===== src/rtl/bsg_axil_csr_responder.sv =====
// AXI4-Lite subordinate that holds a bank of byte-strobed control/status
// registers. It has one-entry AW and W buffers, a single outstanding B
// response and a registered R response. Register contents are exported flat,
// along with a one-cycle write pulse for each register.
module bsg_axil_csr_responder #(
  parameter int addr_width_p = 32,
  parameter int data_width_p = 32,
  parameter int num_regs_p   = 8
) (
  input  logic                               clk_i,
  input  logic                               reset_i,
  input  logic [addr_width_p-1:0]            awaddr_i,
  input  logic [2:0]                         awprot_i,
  input  logic                               awvalid_i,
  output logic                               awready_o,
  input  logic [data_width_p-1:0]            wdata_i,
  input  logic [data_width_p/8-1:0]          wstrb_i,
  input  logic                               wvalid_i,
  output logic                               wready_o,
  output logic [1:0]                         bresp_o,
  output logic                               bvalid_o,
  input  logic                               bready_i,
  input  logic [addr_width_p-1:0]            araddr_i,
  input  logic [2:0]                         arprot_i,
  input  logic                               arvalid_i,
  output logic                               arready_o,
  output logic [data_width_p-1:0]            rdata_o,
  output logic [1:0]                         rresp_o,
  output logic                               rvalid_o,
  input  logic                               rready_i,
  output logic [num_regs_p*data_width_p-1:0] csr_o,
  output logic [num_regs_p-1:0]              csr_wr_v_o
);

  localparam int bytes_lp    = data_width_p / 8;
  localparam int lg_bytes_lp = $clog2(bytes_lp);
  localparam int idx_w_lp    = addr_width_p - lg_bytes_lp;
  localparam int sel_w_lp    = (num_regs_p > 1) ? $clog2(num_regs_p) : 1;
  localparam logic [idx_w_lp-1:0] num_regs_idx_lp = idx_w_lp'(num_regs_p);

  localparam logic [1:0] resp_okay_lp   = 2'b00;
  localparam logic [1:0] resp_slverr_lp = 2'b10;

  logic [data_width_p-1:0] regs_r [num_regs_p];

  logic                    aw_full_r;
  logic [idx_w_lp-1:0]     aw_idx_r;
  logic                    w_full_r;
  logic [data_width_p-1:0] w_data_r;
  logic [bytes_lp-1:0]     w_strb_r;

  logic                    bvalid_r;
  logic [1:0]              bresp_r;
  logic                    rvalid_r;
  logic [data_width_p-1:0] rdata_r;
  logic [1:0]              rresp_r;
  logic [num_regs_p-1:0]   csr_wr_v_r;
  logic [num_regs_p-1:0]   wr_dec;

  logic                    aw_hs, w_hs, ar_hs, b_hs, r_hs;
  logic                    commit;
  logic                    aw_in_range, ar_in_range;
  logic [idx_w_lp-1:0]     ar_idx;
  logic [sel_w_lp-1:0]     aw_sel, ar_sel;

  // Protection bits and sub-word address bits carry no meaning here.
  logic unused_inputs;
  assign unused_inputs = ^{awprot_i, arprot_i,
                           awaddr_i[lg_bytes_lp-1:0], araddr_i[lg_bytes_lp-1:0]};

  assign awready_o = ~aw_full_r & ~reset_i;
  assign wready_o  = ~w_full_r & ~reset_i;
  assign arready_o = ~rvalid_r & ~reset_i;

  assign aw_hs = awvalid_i & awready_o;
  assign w_hs  = wvalid_i & wready_o;
  assign ar_hs = arvalid_i & arready_o;
  assign b_hs  = bvalid_r & bready_i;
  assign r_hs  = rvalid_r & rready_i;

  // A write commits only once both halves are buffered and the previous B
  // response has been accepted, so at most one response is ever outstanding.
  assign commit = aw_full_r & w_full_r & ~bvalid_r;

  assign ar_idx      = araddr_i[addr_width_p-1:lg_bytes_lp];
  assign aw_in_range = (aw_idx_r < num_regs_idx_lp);
  assign ar_in_range = (ar_idx < num_regs_idx_lp);
  assign aw_sel      = aw_idx_r[sel_w_lp-1:0];
  assign ar_sel      = ar_idx[sel_w_lp-1:0];

  // One-hot decode of the register being committed this cycle.
  always_comb begin
    wr_dec = '0;
    if (commit && aw_in_range)
      wr_dec[aw_sel] = 1'b1;
  end

  // AW buffer: fills on handshake, drains on commit.
  always_ff @(posedge clk_i) begin
    if (reset_i) begin
      aw_full_r <= 1'b0;
      aw_idx_r  <= '0;
    end else if (aw_hs) begin
      aw_full_r <= 1'b1;
      aw_idx_r  <= awaddr_i[addr_width_p-1:lg_bytes_lp];
    end else if (commit) begin
      aw_full_r <= 1'b0;
    end
  end

  // W buffer: fills on handshake, drains on commit.
  always_ff @(posedge clk_i) begin
    if (reset_i) begin
      w_full_r <= 1'b0;
      w_data_r <= '0;
      w_strb_r <= '0;
    end else if (w_hs) begin
      w_full_r <= 1'b1;
      w_data_r <= wdata_i;
      w_strb_r <= wstrb_i;
    end else if (commit) begin
      w_full_r <= 1'b0;
    end
  end

  // Register bank: byte-strobed update of the addressed register on commit.
  always_ff @(posedge clk_i) begin
    if (reset_i) begin
      for (int k = 0; k < num_regs_p; k++)
        regs_r[k] <= '0;
    end else if (commit && aw_in_range) begin
      for (int j = 0; j < bytes_lp; j++)
        if (w_strb_r[j])
          regs_r[aw_sel][j*8 +: 8] <= w_data_r[j*8 +: 8];
    end
  end

  // B channel plus the per-register write pulse that accompanies each commit.
  always_ff @(posedge clk_i) begin
    if (reset_i) begin
      bvalid_r   <= 1'b0;
      bresp_r    <= resp_okay_lp;
      csr_wr_v_r <= '0;
    end else begin
      csr_wr_v_r <= wr_dec;
      if (commit) begin
        bvalid_r <= 1'b1;
        bresp_r  <= aw_in_range ? resp_okay_lp : resp_slverr_lp;
      end else if (b_hs) begin
        bvalid_r <= 1'b0;
      end
    end
  end

  // R channel: capture the pre-commit register value on the AR handshake.
  always_ff @(posedge clk_i) begin
    if (reset_i) begin
      rvalid_r <= 1'b0;
      rdata_r  <= '0;
      rresp_r  <= resp_okay_lp;
    end else if (ar_hs) begin
      rvalid_r <= 1'b1;
      rdata_r  <= ar_in_range ? regs_r[ar_sel] : '0;
      rresp_r  <= ar_in_range ? resp_okay_lp : resp_slverr_lp;
    end else if (r_hs) begin
      rvalid_r <= 1'b0;
    end
  end

  for (genvar k = 0; k < num_regs_p; k++) begin : g_csr
    assign csr_o[k*data_width_p +: data_width_p] = regs_r[k];
  end

  assign bvalid_o   = bvalid_r;
  assign bresp_o    = bresp_r;
  assign rvalid_o   = rvalid_r;
  assign rdata_o    = rdata_r;
  assign rresp_o    = rresp_r;
  assign csr_wr_v_o = csr_wr_v_r;

endmodule


===== config.mk =====
export PLATFORM = sky130hd
export DESIGN_NAME = bsg_axil_csr_responder
export DESIGN_NICKNAME = d
export VERILOG_FILES = /design/src/rtl/bsg_axil_csr_responder.sv
export SDC_FILE = /design/constraint.sdc
export NUM_CORES = 1
export LEC_CHECK = 0
export CAP_MARGIN = 20
export CORE_AREA = 2 2 186 188
export CTS_CLUSTER_DIAMETER = 80
export DETAILED_ROUTE_END_ITERATION = 16
export DIE_AREA = 0 0 188 190
export GPL_ROUTABILITY_DRIVEN = 0
export MAX_ROUTING_LAYER = met4
export PLACE_DENSITY = 0.81
export RECOVER_POWER = 100
export SLEW_MARGIN = 10
export SYNTH_ARGS = -nofsm -noshare
export SYNTH_HDL_FRONTEND = slang
export SYNTH_SLANG_ARGS = --single-unit

===== constraint.sdc =====
create_clock -name clk_i -period 2.7 [get_ports clk_i]
set_clock_uncertainty 0.1 [all_clocks]
set_input_delay 0.54 -clock clk_i [delete_from_list [all_inputs] [get_ports clk_i]]
set_output_delay 0.54 -clock clk_i [all_outputs]
set_load 0.005 [all_outputs]

==> results.sh, run 1 <==
export IMPL_clk_pin_slew_ns=0.06
export IMPL_netlist_area_um2=16200
export IMPL_grt_pass1_vias=12200
export IMPL_period_share_pct=90.4
export IMPL_tns_ns=0
export IMPL_cp_arrival_ns=2.50
export IMPL_final_cell_mix="dlygate4sd3_1, edfxtp_1, nand2_1"
export IMPL_reg2reg_setup_slack_ns=0.26
export IMPL_drc=0
export IMPL_ys_seq_area_share_pct=61.1
export IMPL_slowest_stage="a21o_1"
export IMPL_ant_nets=0
export IMPL_yosysTopAreaCell="edfxtp_1"
export IMPL_post_cts_resized=0
export IMPL_worst_pin_slew_ns=1.30
export IMPL_use_met1_pct=34.4
export IMPL_cap_violations=0
export IMPL_drtIter0Drc=1059
export IMPL_postCtsSetupBuffers=0
export IMPL_worstRegToRegCells=5
export IMPL_finalHoldViolCount=0
export IMPL_peakVddDrop_uv=432
export IMPL_cts_buffer_depth=3
export IMPL_initial_core_util_pct=47.9
export IMPL_synth_top_cell_area_share_pct=47.3
export IMPL_die_h_um=190
export IMPL_fin_crit_ns=2.44
export IMPL_synth_avg_cell_area_um2=12.7
export IMPL_dp_hpwl_um=35700
export IMPL_ys_warnings_count=0
export IMPL_synth_area_leaders="edfxtp_1, dfxtp_1, mux4_2"
export IMPL_path_delay_family="simple AND/OR/NAND/NOR gates"
export IMPL_min_from="reset_i"
export IMPL_firstDrtPassIters=5
export IMPL_grtUsageMet2_pct=47.4
export IMPL_pwr_density_cell_nw_per_um2=588
export IMPL_relSlewSlack_pct=13.2
export IMPL_syn_inst=1277
export IMPL_hold_path_endpoint="bvalid_o"
export IMPL_crit_path_end_kind="flip-flop"
export IMPL_drive_gt1_share_pct=11.0
export IMPL_final_max_slew_viol_count=0
export IMPL_wl_um=50000
export IMPL_cellLeakagePower_uw=0.00856
export IMPL_top_usage_layer="met2"
export IMPL_worstSetupPathType="reg -> reg"
export IMPL_antenna_found_initial=3
export IMPL_rsz0062_at_grt="no"
export IMPL_io_pin_count=418
export IMPL_fp_row_count=68
export IMPL_final_util_pct=64.4
export IMPL_rr_endpoint="regs_r[6][15]"
export IMPL_nets=1769
export IMPL_overflow=0
export IMPL_cts_made_buffers=39
export IMPL_core_um2=33900
export IMPL_setup_violations=0
export IMPL_grt_max_degree=73
export IMPL_outcome="completed"
export IMPL_via_count=12400
export IMPL_htreeDepth=2
export IMPL_dieArea_um2=35700
export IMPL_synth_seq_cells=368
export IMPL_met3_usage_pct=5.79
export IMPL_cpPeakStageDelay_ns=0.49
export IMPL_fmax_mhz=410
export IMPL_final_common_cell="dlygate4sd3_1"
export IMPL_synth_cell_types=36
export IMPL_hold_path_class="in -> reg"
export IMPL_track_usage_pct=28.3
export IMPL_whs_path_depth=2
export IMPL_synthToLayoutAreaGrowth_pct=34.6
export IMPL_cts_tree="done"
export IMPL_numClockSinks=368
export IMPL_crit_fanout=8
export IMPL_viasPerCell=5.79
export IMPL_die_w_um=188
export IMPL_r2r_start="aw_idx_r[25]"
export IMPL_grt_pass1_wl_um=73900
export IMPL_wire_per_inst_um=23.4
export IMPL_hold_buffers=0
export IMPL_start_kind="flip-flop"
export IMPL_cp_required_ns=2.76
export IMPL_clockRootBuffer="clkbuf_16"
export IMPL_critPathBufInv=1
export IMPL_numPortBuffers=405
export IMPL_clkLatencyLatePin_ns=0.51
export IMPL_path_cells="nor4_2 -> nand4_2 -> nor3_2 -> clkbuf_2 -> a21o_1"
sequential cells by signal (all words and copies together) (netlist names):
| name | count |
|---|---|
| csr_wr_v_o | 8 |
| bvalid_o | 1 |
| aw_idx_r | 30 |
| rdata_o | 32 |
| rvalid_o | 1 |
| bresp_o | 1 |
| regs_r | 256 |
| rresp_o | 1 |
| w_data_r | 32 |
| w_strb_r | 4 |
| w_full_r | 1 |
| aw_full_r | 1 |
power by group:
| group | total [µW] | switching (µW) | internal [µW] |
|---|---|---|---|
| sequential | 6420 | 189 | 6230 |
| clock | 5310 | 2130 | 3190 |
| combinational | 1120 | 536 | 579 |
per-layer routing:
layer,share of wire (%),wire (µm),vias up
li1,-,-,5523
met1,38,18800,6091
met2,50,25000,684
met3,9.2,4580,109
met4,3.2,1620,0
met5,0,0,-
worst reg2reg max path: cells and delay by family (launching register included):
family / cells / cell delay [ns]
AND/OR/NAND/NOR: 3 / 0.84
flip-flops: 1 / 0.32
buffers and inverters: 1 / 0.33
AO/OA/AOI/OAI: 1 / 0.50
worst max-delay path by stage:
stage               endpoint  cells past startpoint         start
2_1_floorplan   regs_r[6][0]                      4  aw_idx_r[24]
3_3_place_gp   regs_r[0][11]                      5  aw_idx_r[25]
3_5_place_dp   regs_r[0][11]                      5  aw_idx_r[25]
4_1_cts        regs_r[0][10]                      5  aw_idx_r[25]
5_1_grt        regs_r[4][26]                      5  aw_idx_r[25]
6_report       regs_r[6][15]                      5  aw_idx_r[25]
cells by family (layout without fill, tap and decap cells):
| logic type | count (synthesis) | after routing | synth area share (%) |
|---|---|---|---|
| mux | 96 | 96 | 10.8 |
| other cells | 1 | 5 | 0.0231 |
| compound gates | 134 | 134 | 4.65 |
| flops | 368 | 368 | 61.1 |
| simple gates | 557 | 557 | 20.0 |
| buf+inv | 121 | 528 | 3.31 |
through the flow:
step	instance area (µm²)	power [µW]	cells	hold slack (ns)	setup WS, ns
finish	21900	12800	2143	0.275	0.260
global route	21900	13200	2143	0.266	0.105
CTS	22100	13000	2140	0.258	0.212
detailed placement	20800	7720	2070	0.351	0.195
global placement	20800	7680	2070	0.343	0.264
floorplan	16200	7000	1278	0.349	0.575
final cells by class:
type                       instances  area [µm²]
timing repair buffer             456        4480
fill                            2460       12100
inverter                           2        7.51
clock buffer                      52        1080
clock inverter                    18         191
tap                              455         569
sequential                       368        9930
multi-input combinational        789        5600
antenna                            3        7.51
synth_stat cells (all sizes together):
cell type  number
edfxtp        256
inv             2
mux4           64
buf            38
and3          126
nor3          135
o21ai          66
mux2i          32
nor3b           1
dfxtp         112
and4            3
or3            33
nand2b         67
and2           15
nor4           15
conb            1
nor2           12
a211oi          2
a21oi          34
a21o           32
nand3           1
and3b           1
nand4           4
nor2b           1
clkbuf         81
or2             1
nand2         142
No activity file was read; power rests on OpenSTA's default activity.
==> inputs of run 2 (changes only) <==
CELL_PAD_IN_SITES_DETAIL_PLACEMENT = 1   (was not set)
CELL_PAD_IN_SITES_GLOBAL_PLACEMENT = 1   (was not set)
CORE_AREA = 2 2 184 186   (was 2 2 186 188)
CTS_CLUSTER_DIAMETER = not set   (was 80)
DIE_AREA = 0 0 186 188   (was 0 0 188 190)
DONT_BUFFER_PORTS = 1   (was not set)
PLACE_DENSITY = 0.8   (was 0.81)
==> run 2 against run 1 <==
The run now ends with capacitance limit left. Via count down 12%. Routed wire length up 2.5%. Combinational power down 46%. Sequential power up 0.9%. Non-clock buffer count down 421. Die area down 2.1%. Global-route usage up 1.3 points. Setup slack worse by 0.076 ns. Flip-flop and latch count unchanged. Sequential share of layout area up 11 points. Largest cell class unchanged. Highest routed layer unchanged.
==> results.sh, run 2 (same netlist as run 1, synthesis figures left out) <==
export IMPL_crit_path_end_kind="flip-flop"
export IMPL_setup_violations=0
export IMPL_initial_core_util_pct=49.1
export IMPL_switching_power_uw=2760
export IMPL_antenna_found_initial=4
export IMPL_wl_met1_um=18800
export IMPL_final_common_cell="edfxtp_1"
export IMPL_cap_violations=1
export IMPL_finalHoldViolCount=0
export IMPL_seq_area_um2=9930
export IMPL_pwr_share_seq_pct=53.1
export IMPL_cts_tree="done"
export IMPL_multi_input_comb_area_um2=5590
export IMPL_ant_nets=0
export IMPL_grt_pass1_wl_um=73400
export IMPL_synthToLayoutAreaGrowth_pct=8.20
export IMPL_cts_made_buffers=40
export IMPL_die_w_um=186
export IMPL_finalNonFillerCells=1717
export IMPL_fill_cells=3320
export IMPL_htreeDepth=2
export IMPL_grt_pass1_vias=11200
export IMPL_final_util_pct=53.1
export IMPL_rsz0062_at_grt="no"
export IMPL_firstDrtPassIters=5
export IMPL_pwr_share_comb_pct=4.9
export IMPL_fmax_mhz=398
export IMPL_wire_per_inst_um=29.9
export IMPL_post_place_cells=1639
export IMPL_pwr_density_cell_nw_per_um2=694
export IMPL_drc=0
export IMPL_switching_share_pct=22.6
export IMPL_tns_ns=0
export IMPL_grt_max_degree=120
export IMPL_dr_max_layer_used="met4"
export IMPL_relSlewSlack_pct=0.609
export IMPL_numPortBuffers=0
export IMPL_clk_pin_slew_ns=0.06
export IMPL_cellInternalPower_uw=9430
export IMPL_dp_hpwl_um=34700
export IMPL_largest_register_ffs=256
export IMPL_io_pin_count=418
export IMPL_drive_gt1_share_pct=12.1
export IMPL_final_cell_mix="edfxtp_1, nand2_1, nor3_1"
export IMPL_cp_required_ns=2.77
export IMPL_outcome="finished, violations left"
export IMPL_nets=1349
export IMPL_core_um2=33100
export IMPL_dieArea_um2=35000
export IMPL_cts_buffer_depth=3
export IMPL_postCtsSetupBuffers=0
export IMPL_path_cells="and3b_1 -> and4_1 -> and4_2 -> buf_12 -> a21o_1 -> clkbuf_1"
export IMPL_final_max_slew_viol_count=0
export IMPL_cpPeakStageDelay_ns=0.37
export IMPL_fin_crit_ns=2.52
export IMPL_clkLatencyLatePin_ns=0.52
export IMPL_worst_pin_slew_ns=1.49
export IMPL_largest_register="regs_r"
export IMPL_cellLeakagePower_uw=0.00639
export IMPL_violations="capacitance limit"
export IMPL_clockRootBuffer="clkbuf_16"
export IMPL_hold_path_class="in -> reg"
export IMPL_wl_um=51300
export IMPL_crit_fanout=28
export IMPL_period_share_pct=93.2
export IMPL_slowest_stage="and3b_1"
export IMPL_numClockSinks=368
export IMPL_pwr_share_clk_pct=41.9
export IMPL_fp_row_count=67
export IMPL_start_kind="flip-flop"
export IMPL_via_count=10900
export IMPL_track_usage_pct=29.5
export IMPL_drtIter0Drc=948
export IMPL_wl_met2_um=25600
export IMPL_viasPerCell=6.33
export IMPL_wl_met3_um=4630
export IMPL_die_h_um=188
export IMPL_peakVddDrop_uv=439
export IMPL_cp_arrival_ns=2.58
export IMPL_overflow=0
export IMPL_worstSetupPathType="reg -> reg"
-- run 2: cell types whose count changed in the layout (fill, tap and decap cells not counted), moves of 4 or more --
cell / delta
clkdlybuf4s50_1: -96
dlygate4sd3_1: -302
buf_12: -4
buf_4: -14
clkbuf_1: +7
clkbuf_2: -5
-- run 2: area by class of cell --
cell class / count / share of cell area, %
antenna: 3 / 0.0427
clock buffer: 56 / 6.27
clock inverter: 16 / 0.584
inverter: 2 / 0.0427
multi-input combinational: 789 / 31.8
sequential: 368 / 56.5
tap: 448 / 3.19
timing repair buffer: 35 / 1.58
-- run 2: worst max-delay path, delay by kind of cell (launching register included) --
| kind | cells | cell delay [ns] |
|---|---|---|
| compound gates | 1 | 0.15 |
| buf+inv | 2 | 0.56 |
| flops | 1 | 0.34 |
| simple gates | 3 | 0.99 |
-- run 2: repair_timing --
| item | 4_1_cts | 5_1_grt |
|---|---|---|
| endpoints found under the hold margin | 11 | 0 |
| gates resized for setup | 0 | 0 |
| hold buffers | 3 | 0 |
| endpoints found under the setup margin | 0 | 0 |
-- run 2: power by group through the flow --
stage | Clock, µW | Combinational, µW | Sequential (µW)
floorplan | 0 | 529 | 6470
global placement | 0 | 578 | 6580
detailed placement | 0 | 601 | 6600
CTS | 5170 | 622 | 6480
global route | 5390 | 651 | 6500
finish | 5110 | 600 | 6480
-- run 2: worst paths after layout --
path,slack [ns],from,depth (start not counted),endpoint
max,0.18,bvalid_o,6,regs_r[2][17]
min,0.03,wstrb_i[1],2,w_strb_r[1]
max reg2reg,0.18,bvalid_o,6,regs_r[2][17]
min reg2reg,0.37,aw_idx_r[9],2,aw_idx_r[9]
-- run 2: metrics by stage --
stage / area (µm²) / hold slack [ns] / setup slack (ns) / power (µW)
after global placement: 16600 / 0.358 / 0.239 / 7160
after floorplan: 16200 / 0.349 / 0.575 / 7000
after global routing: 17600 / 0.00419 / 0.0499 / 12500
after CTS: 17900 / 0.000526 / 0.166 / 12300
final: 17600 / 0.0301 / 0.184 / 12200
after detailed placement: 16600 / 0.362 / 0.176 / 7200
-- run 2: routing by layer --
metal | vias to the layer above | GRT usage, %
li1 | 4660 | -
met3 | 132 | 7.94
met5 | - | -
met1 | 5521 | 33.9
met2 | 549 | 49.0
met4 | 0 | 11.7
==> inputs of run 3 (changes only) <==
CELL_PAD_IN_SITES_DETAIL_PLACEMENT = not set   (was 1)
CELL_PAD_IN_SITES_GLOBAL_PLACEMENT = not set   (was 1)
CORE_AREA = 2 2 168 170   (was 2 2 184 186)
DIE_AREA = 0 0 170 172   (was 0 0 186 188)
PLACE_DENSITY = 0.77   (was 0.8)
SETUP_SLACK_MARGIN = 0.1   (was not set)
clock period = 3.2 ns   (was 2.7 ns; I/O delays follow)
==> run 3 against run 2 <==
Non-clock buffer count fell by 14. The flow finishes with violations (capacitance limit, slew limit). Sequential power fell by 16%. Largest cell class unchanged. Critical endpoint is now regs_r[0][20]. Critical path type unchanged. First-iteration DRC count rose by 28%.
==> results.sh, run 3 (same netlist as run 1, synthesis figures left out) <==
export IMPL_largest_register_ffs=256
export IMPL_drtIter0Drc=1213
export IMPL_firstDrtPassIters=6
export IMPL_hold_buffers=0
export IMPL_core_um2=27500
export IMPL_io_pin_count=418
export IMPL_fin_area_um2=17400
export IMPL_ant_nets=0
export IMPL_die_h_um=172
export IMPL_track_usage_pct=31.1
export IMPL_switching_power_uw=2300
export IMPL_layout_setup_ws_ns=0.435
export IMPL_wl_um=45400
export IMPL_final_cell_mix="edfxtp_1, nand2_1, nor3_1"
export IMPL_final_max_slew_viol_count=34
export IMPL_wl_met2_um=22100
export IMPL_fmax_mhz=362
export IMPL_cp_depth=5
export IMPL_die_w_um=170
export IMPL_final_common_cell="edfxtp_1"
export IMPL_worstSetupPathType="reg -> reg"
export IMPL_period_share_pct=86.4
export IMPL_wire_per_inst_um=28.4
export IMPL_outcome="finished, violations left"
export IMPL_drive_gt1_share_pct=12.3
export IMPL_setup_violations=0
export IMPL_start_kind="flip-flop"
export IMPL_grt_pass1_wl_um=65100
export IMPL_worstRegToRegCells=5
export IMPL_cellInternalPower_uw=8160
export IMPL_cellLeakagePower_uw=0.00638
export IMPL_numPortBuffers=0
export IMPL_nets=1334
export IMPL_crit_path_end_kind="flip-flop"
export IMPL_clk_pin_slew_ns=0.06
export IMPL_finalPower_uw=10500
export IMPL_cts_buffer_depth=3
export IMPL_multi_input_comb_area_um2=5580
export IMPL_via_count=10700
export IMPL_tns_ns=0
export IMPL_wl_met1_um=16500
export IMPL_cap_violations=1
export IMPL_viasPerCell=6.69
export IMPL_placed_area_um2=16300
export IMPL_crit_fanout=73
export IMPL_hold_path_class="in -> reg"
export IMPL_wl_met3_um=5130
export IMPL_htreeDepth=2
export IMPL_finalHoldViolCount=0
export IMPL_path_cells="nor4_2 -> nand4_1 -> nor4_1 -> buf_12 -> a21o_1"
export IMPL_seq_area_um2=9930
export IMPL_grt_pass1_vias=10300
export IMPL_dr_max_layer_used="met4"
export IMPL_pwr_density_cell_nw_per_um2=602
export IMPL_fill_cells=2067
export IMPL_reg2reg_setup_slack_ns=0.44
export IMPL_pwr_share_clk_pct=43.3
export IMPL_path_delay_family="simple AND/OR/NAND/NOR gates"
export IMPL_clkLatencyLatePin_ns=0.52
export IMPL_pwr_share_comb_pct=4.6
export IMPL_initial_core_util_pct=59.1
export IMPL_relSlewSlack_pct=-19.9
export IMPL_antenna_found_initial=4
export IMPL_clockRootBuffer="clkbuf_16"
export IMPL_worst_pin_slew_ns=1.80
export IMPL_critPathBufInv=1
export IMPL_dp_hpwl_um=30200
export IMPL_whs_ns=0.0970
export IMPL_pwr_share_seq_pct=52.1
export IMPL_grt_max_degree=143
export IMPL_switching_share_pct=22.0
export IMPL_fp_row_count=61
export IMPL_rsz0062_at_grt="no"
export IMPL_violations="capacitance limit, slew limit"
export IMPL_cp_arrival_ns=2.84
export IMPL_overflow=0
export IMPL_dieArea_um2=29200
export IMPL_fin_crit_ns=2.76
export IMPL_cts_tree="done"
export IMPL_numClockSinks=368
export IMPL_cpPeakStageDelay_ns=0.48
export IMPL_cp_required_ns=3.28
export IMPL_synthToLayoutAreaGrowth_pct=7.05
export IMPL_pre_cts_slack_ns=0.571
export IMPL_cts_made_buffers=39
export IMPL_peakVddDrop_uv=540
export IMPL_post_cts_resized=0
export IMPL_whs_path_depth=1
export IMPL_slowest_stage="nor4_1"
export IMPL_largest_register="regs_r"
export IMPL_postCtsSetupBuffers=0
export IMPL_drc=0
-- run 3: metal layers --
metal  vias up  global-route usage, %
li1       4639                      -
met1      5265                   37.7
met2       681                   50.0
met3       123                   8.54
met4         0                   12.5
met5         -                      -
-- run 3: through the flow --
step | instances | utilization (%)
after global routing | 1601 | 63.3
after floorplan | 1278 | -
after CTS | 1597 | 64.2
final | 1601 | 63.3
after global placement | 1526 | 59.5
after detailed placement | 1526 | 59.5
-- run 3: power by group through the flow --
stage,logic (µW),registers (µW),clock network [µW]
after CTS,490,5450,4550
after detailed placement,488,5550,0
after floorplan,446,5460,0
after global placement,475,5540,0
final,480,5450,4530
after global routing,521,5470,4740
-- run 3: cell type report --
class,count,share of cell area [%]
antenna,4,0.0576
clock buffer,61,6.96
clock inverter,10,0.482
inverter,2,0.0432
multi-input combinational,789,32.1
sequential,368,57.1
tap,346,2.49
timing repair buffer,21,0.777
-- run 3: path summary, 6_finish.rpt --
check,from,end
max reg2reg,aw_idx_r[25],regs_r[0][20]
min,reset_i,bresp_o[1]
min reg2reg,rdata_o[19],rdata_o[19]
max,aw_idx_r[25],regs_r[0][20]
